File: src/rtl/voice_allocator.sv
// Voice allocator: schedules note events onto NUM_VOICES sawtooth voices.
// Each accepted event is scanned one voice per cycle. The decision is then
// applied in a single commit cycle.
module voice_allocator #(
  parameter int unsigned NUM_VOICES = 4,
  parameter int unsigned FREQ_W     = 16,
  parameter int unsigned AGE_W      = 8
) (
  input  logic                         sys_clk,
  input  logic                         sys_rst,
  input  logic                         ev_valid,
  output logic                         ev_ready,
  input  logic                         ev_note_on,
  input  logic [FREQ_W-1:0]            ev_freq,
  input  logic                         panic,
  output logic [NUM_VOICES*FREQ_W-1:0] voice_freq,
  output logic [NUM_VOICES-1:0]        voice_gate,
  output logic [NUM_VOICES-1:0]        voice_retrig,
  output logic                         steal,
  output logic [3:0]                   active_cnt
);

  localparam int unsigned IDX_W = (NUM_VOICES > 1) ? $clog2(NUM_VOICES) : 1;
  localparam logic [IDX_W-1:0] LastIdx = IDX_W'(NUM_VOICES - 1);

  typedef enum logic [1:0] {StIdle, StScan, StCommit} state_e;

  state_e                  state_q, state_d;
  logic [IDX_W-1:0]        idx_q, idx_d;
  logic                    on_q, on_d;
  logic [FREQ_W-1:0]       lfreq_q, lfreq_d;
  logic                    match_found_q, match_found_d;
  logic [IDX_W-1:0]        match_idx_q, match_idx_d;
  logic                    free_found_q, free_found_d;
  logic [IDX_W-1:0]        free_idx_q, free_idx_d;
  logic                    old_found_q, old_found_d;
  logic [IDX_W-1:0]        old_idx_q, old_idx_d;
  logic [AGE_W-1:0]        old_age_q, old_age_d;
  logic [FREQ_W-1:0]       vfreq_q [NUM_VOICES];
  logic [FREQ_W-1:0]       vfreq_d [NUM_VOICES];
  logic [AGE_W-1:0]        age_q [NUM_VOICES];
  logic [AGE_W-1:0]        age_d [NUM_VOICES];
  logic [NUM_VOICES-1:0]   gate_q, gate_d;
  logic [NUM_VOICES-1:0]   retrig_q, retrig_d;
  logic                    steal_q, steal_d;
  logic [3:0]              cnt_q, cnt_d;
  logic [IDX_W-1:0]        chosen;
  logic                    load;

  // State, candidate and voice registers.
  always_ff @(posedge sys_clk or posedge sys_rst) begin
    if (sys_rst) begin
      state_q       <= StIdle;
      idx_q         <= '0;
      on_q          <= 1'b0;
      lfreq_q       <= '0;
      match_found_q <= 1'b0;
      match_idx_q   <= '0;
      free_found_q  <= 1'b0;
      free_idx_q    <= '0;
      old_found_q   <= 1'b0;
      old_idx_q     <= '0;
      old_age_q     <= '0;
      for (int i = 0; i < NUM_VOICES; i++) begin
        vfreq_q[i] <= '0;
        age_q[i]   <= '0;
      end
      gate_q        <= '0;
      retrig_q      <= '0;
      steal_q       <= 1'b0;
      cnt_q         <= '0;
    end else begin
      state_q       <= state_d;
      idx_q         <= idx_d;
      on_q          <= on_d;
      lfreq_q       <= lfreq_d;
      match_found_q <= match_found_d;
      match_idx_q   <= match_idx_d;
      free_found_q  <= free_found_d;
      free_idx_q    <= free_idx_d;
      old_found_q   <= old_found_d;
      old_idx_q     <= old_idx_d;
      old_age_q     <= old_age_d;
      vfreq_q       <= vfreq_d;
      age_q         <= age_d;
      gate_q        <= gate_d;
      retrig_q      <= retrig_d;
      steal_q       <= steal_d;
      cnt_q         <= cnt_d;
    end
  end

  // Next-state: accept, scan one voice per cycle, commit, with panic override.
  always_comb begin
    state_d       = state_q;
    idx_d         = idx_q;
    on_d          = on_q;
    lfreq_d       = lfreq_q;
    match_found_d = match_found_q;
    match_idx_d   = match_idx_q;
    free_found_d  = free_found_q;
    free_idx_d    = free_idx_q;
    old_found_d   = old_found_q;
    old_idx_d     = old_idx_q;
    old_age_d     = old_age_q;
    vfreq_d       = vfreq_q;
    age_d         = age_q;
    gate_d        = gate_q;
    retrig_d      = '0;
    steal_d       = 1'b0;
    chosen        = '0;
    load          = 1'b0;
    cnt_d         = '0;

    case (state_q)
      StIdle: begin
        if (ev_valid) begin
          on_d          = ev_note_on;
          lfreq_d       = ev_freq;
          idx_d         = '0;
          match_found_d = 1'b0;
          free_found_d  = 1'b0;
          old_found_d   = 1'b0;
          old_age_d     = '0;
          state_d       = StScan;
        end
      end
      StScan: begin
        if (gate_q[idx_q]) begin
          if (!match_found_q && vfreq_q[idx_q] == lfreq_q) begin
            match_found_d = 1'b1;
            match_idx_d   = idx_q;
          end
          // Strict compare keeps the lowest index on age ties.
          if (!old_found_q || age_q[idx_q] > old_age_q) begin
            old_found_d = 1'b1;
            old_idx_d   = idx_q;
            old_age_d   = age_q[idx_q];
          end
        end else if (!free_found_q) begin
          free_found_d = 1'b1;
          free_idx_d   = idx_q;
        end
        idx_d = idx_q + 1'b1;
        if (idx_q == LastIdx) begin
          state_d = StCommit;
        end
      end
      StCommit: begin
        if (on_q && lfreq_q != '0) begin
          if (match_found_q) begin
            chosen = match_idx_q;
          end else if (free_found_q) begin
            chosen = free_idx_q;
            load   = 1'b1;
          end else begin
            chosen  = old_idx_q;
            load    = 1'b1;
            steal_d = 1'b1;
          end
          for (int i = 0; i < NUM_VOICES; i++) begin
            if (IDX_W'(i) == chosen) begin
              age_d[i] = '0;
            end else if (gate_q[i] && age_q[i] != '1) begin
              age_d[i] = age_q[i] + 1'b1;
            end
          end
          if (load) begin
            vfreq_d[chosen] = lfreq_q;
          end
          gate_d[chosen]   = 1'b1;
          retrig_d[chosen] = 1'b1;
        end else if (!on_q && match_found_q) begin
          gate_d[match_idx_q] = 1'b0;
        end
        state_d = StIdle;
      end
      default: state_d = StIdle;
    endcase

    // Panic drops any in-flight event: no commit, but freq and age stay put.
    if (panic) begin
      state_d  = StIdle;
      gate_d   = '0;
      vfreq_d  = vfreq_q;
      age_d    = age_q;
      retrig_d = '0;
      steal_d  = 1'b0;
    end

    for (int i = 0; i < NUM_VOICES; i++) begin
      cnt_d = cnt_d + 4'(gate_d[i]);
    end
  end

  // Output packing.
  always_comb begin
    voice_freq = '0;
    for (int i = 0; i < NUM_VOICES; i++) begin
      voice_freq[i*FREQ_W +: FREQ_W] = vfreq_q[i];
    end
  end

  assign ev_ready     = (state_q == StIdle);
  assign voice_gate   = gate_q;
  assign voice_retrig = retrig_q;
  assign steal        = steal_q;
  assign active_cnt   = cnt_q;

endmodule

File: config.mk
export PLATFORM = sky130hd
export DESIGN_NAME = voice_allocator
export DESIGN_NICKNAME = d
export VERILOG_FILES = /design/src/rtl/voice_allocator.sv
export SDC_FILE = /design/constraint.sdc
export NUM_CORES = 1
export LEC_CHECK = 0
export CAP_MARGIN = 20
export CORE_MARGIN = 2
export CORE_UTILIZATION = 55
export CTS_CLUSTER_SIZE = 30
export DETAILED_ROUTE_END_ITERATION = 12
export PLACE_DENSITY_LB_ADDON = 0.1
export SLEW_MARGIN = 10
export SYNTH_ARGS = -nofsm -noshare
export SYNTH_HDL_FRONTEND = slang
export SYNTH_SLANG_ARGS = --single-unit
File: constraint.sdc
create_clock -name sys_clk -period 6.4 [get_ports sys_clk]
set_clock_uncertainty 0.15 [all_clocks]
set_input_delay 1.28 -clock sys_clk [delete_from_list [all_inputs] [get_ports sys_clk]]
set_output_delay 1.28 -clock sys_clk [all_outputs]
set_load 0.005 [all_outputs]
==> reports/qor.yml <==
timing:
  rsz0062_at_grt: "no"
  final.min_clock_period_ns: 3.90
  slew_headroom: 0.383
  finalHoldViolCount: 0
  setup_viol_count_final: 0
  max_freq_ghz: 0.256
  tightest_slew_ns: 0.926
  period_share: 0.610
  tns_ns: 0
  drv_slew: 0
  whs_ns: 0.362
setup_path:
  critPathArrivalTime_ns: 4.06
  crit_path_end_kind: "flop"
  start_kind: "primary input"
  crit_chain: "clkdlybuf4s50_1, inv_1, nand4_4, nor2_1, o32ai_1, fa_1, inv_1, ha_1, ha_1"
  crit_slowest_cell: "fa_1"
  max_stage_delay_ns: 0.59
  required_ns: 6.55
  crit_type: "primary input to flop"
  cp_max_fo: 9
clock_tree:
  cts.sinks: 146
  clkTransAtPathRegs_ns: 0.06
  clockBufferDepth: 2
  cts-resized-gates: 0
  cts_buffers: 17
  cts_hold_buf: 0
  clkLatencyLatePin_ns: 0.42
  htreeDepth: 4
  cts-root-buf: "clkbuf_16"
  cts_setup_buffers: 0
  cts_tree: "done"
global_routing:
  use_met2: 0.370
  first_global_vias: 4927
  grt-ovfl-total: 0
  antenna_found_initial: 0
  grt_pass1_wl_um: 26500
  track_usage: 0.260
  grt-busiest-layer: "met1"
  met3_usage: 0.0639
  grt_max_degree: 111
  use_met1: 0.398
pwr:
  p_int_mw: 1.69
  netSwitchingPower_mw: 0.634
  p_sw_frac: 0.272
  clkPwrFrac: 0.401
  comb_power_share: 0.150
  ir_worst_vdd_v: 0.000173
  power.leakage_nw: 4.11
  seqPwrFrac: 0.449
  finalPower_mw: 2.33
  p_per_area_nw_per_um2: 266
floorplan:
  die_h_um: 117
  die_w_um: 117
  core_area_um2: 12600
  initial_utilization: 0.560
  num_rows: 41
  die_area_um2: 13700
  io_pins: 99
logic_synthesis:
  synth_nets: 615
  syn_area_um2: 7040
  synth-seq-area-share: 0.519
  netlist_instances: 578
  yosys.area.top_type: "dfrtp_1"
  avgSynthCellArea_um2: 12.2
  synth_flop_cell: "dfrtp_1"
  synth_area_leaders: "dfrtp_1, mux4_2, mux2_2, nand2_1, xor2_1"
  synthDistinctLibCells: 44
  synth_top_area_frac: 0.519
  synth_edf_count: 0
  async_flop_share: 1.00
  ys_ff_latch: 146
  yosys_warnings: 0
layout:
  final_cells: 865
  antenna_cells: 0
  drive_gt1_frac: 0.172
  nets: 717
  syn_to_final_growth_pct: 24.0
run_status:
  run_status: "completed"
routing:
  detail_route.vias_per_cell: 5.71
  drt_iter0_drc: 315
  routedWlPerCell_um: 19.2
  route.detailed.drc: 0
  routed_wl_um: 16600
  postRouteAntennaNets: 0
  vias: 4943
  drtPass1Iterations: 4
place:
  dp_hpwl_um: 11300
  port_buffers: 97
  gp_congestion: 0.916
  place_inst: 832
job:
  maxCapViolations: 0
worst_hold_path:
  min_path_type: "flop to flop"
==> sequential cells by signal, indices dropped and copies added, names as in the netlist <==
signal         cells
free_idx_q         2
idx_q              2
free_found_q       1
state_q            2
old_idx_q          2
old_age_q          8
voice_freq        64
old_found_q        1
voice_retrig       4
active_cnt         3
lfreq_q           16
voice_gate         4
age_q             32
match_idx_q        2
match_found_q      1
steal              1
on_q               1
==> cells by family after synthesis <==
| kind of cell | count (synthesis) | share of synthesized area |
|---|---|---|
| other cells | 1 | 0.000533 |
| fa+ha+maj | 16 | 0.0295 |
| buf+inv | 39 | 0.0274 |
| compound gates | 42 | 0.0364 |
| xor+xnor | 36 | 0.0448 |
| simple gates | 190 | 0.132 |
| mux | 108 | 0.210 |
| flops | 146 | 0.519 |
==> worst max-delay path, delay by kind of cell <==
| family | cells | cell delay [ns] |
|---|---|---|
| AND/OR/NAND/NOR | 2 | 0.73 |
| AO/OA/AOI/OAI | 1 | 0.24 |
| buffers and inverters | 3 | 0.77 |
| adder cells (fa/ha/maj) | 3 | 1.04 |
==> power groups by stage <==
stage          logic (mW)  registers (mW)  clock network [mW]
2_1_floorplan       0.243            1.04                   0
3_3_place_gp        0.337            1.06                   0
3_5_place_dp        0.347            1.06                   0
4_1_cts             0.348            1.04               0.944
5_1_grt             0.379            1.05               0.989
6_report            0.349            1.04               0.933
==> cell type report <==
| class | count | area, µm² |
|---|---|---|
| Timing Repair Buffer | 101 | 1020 |
| Clock inverter | 9 | 81.3 |
| Inverter | 21 | 83.8 |
| Sequential cell | 146 | 3650 |
| Tap cell | 172 | 215 |
| Clock buffer | 23 | 478 |
| Multi-Input combinational cell | 393 | 3200 |
| Fill cell | 941 | 3840 |
==> per-stage QoR <==
stage	setup slack (ns)	util	area [µm²]
finish	2.50	0.695	8730
global route	2.33	0.695	8730
floorplan	1.05	-	7040
detailed placement	2.15	0.648	8140
CTS	2.55	0.692	8700
global placement	2.23	0.648	8140
==> metal layers <==
metal	vias up	wire [µm]
li1	2228	-
met1	2546	7930
met4	0	208
met3	18	891
met2	151	7560
met5	-	0
==> layout by cell type (no fill, tap or decap), types with 3 or more instances in the layout <==
cell type	instances
a21oi_1	9
a21oi_2	3
and3_1	9
buf_4	3
clkbuf_1	3
clkbuf_16	17
clkbuf_8	3
clkdlybuf4s50_1	97
clkinv_2	4
clkinvlp_4	3
dfrtp_1	145
ha_1	15
inv_1	20
mux2_1	21
mux2_2	49
mux2i_1	13
mux4_2	25
nand2_1	93
nand2b_1	5
nand3_1	10
nand4_1	13
nor2_1	29
nor2_4	3
nor2b_1	7
nor4_1	7
o21a_1	4
o21ai_0	18
or3_1	4
xnor2_1	4
xor2_1	32
==> worst paths after layout <==
| kind | from | endpoint | slack (ns) | cells past startpoint |
|---|---|---|---|---|
| worst min register to register | voice_freq[3] | voice_freq[3] | 0.36 | 1 |
| max in group asynchronous | sys_rst | on_q | 4.17 | 3 |
| worst max-delay path | panic | active_cnt[1] | 2.50 | 9 |
| min in group asynchronous | sys_rst | age_q[4] | 1.09 | 2 |
| worst max register to register | idx_q[0] | old_age_q[0] | 2.84 | 10 |
| worst min-delay path | voice_freq[3] | voice_freq[3] | 0.36 | 1 |
==> Yosys cell counts (4+ instances only) <==
cell type  instances
buf_4              4
mux2_1            21
xor2_1            32
o21a_1             4
xnor2_1            4
mux2_2            49
a21oi_1            9
nor2_1            29
nor2b_1            7
nand2b_1           5
or3_1              4
nand3_1           10
dfrtp_1          146
and3_1             9
nand2_1           93
o21ai_0           18
inv_1             21
mux4_2            25
buf_6              4
nand4_1           13
nor4_1             7
clkbuf_1           7
ha_1              15
mux2i_1           13
No activity file was read; power rests on OpenSTA's default activity.
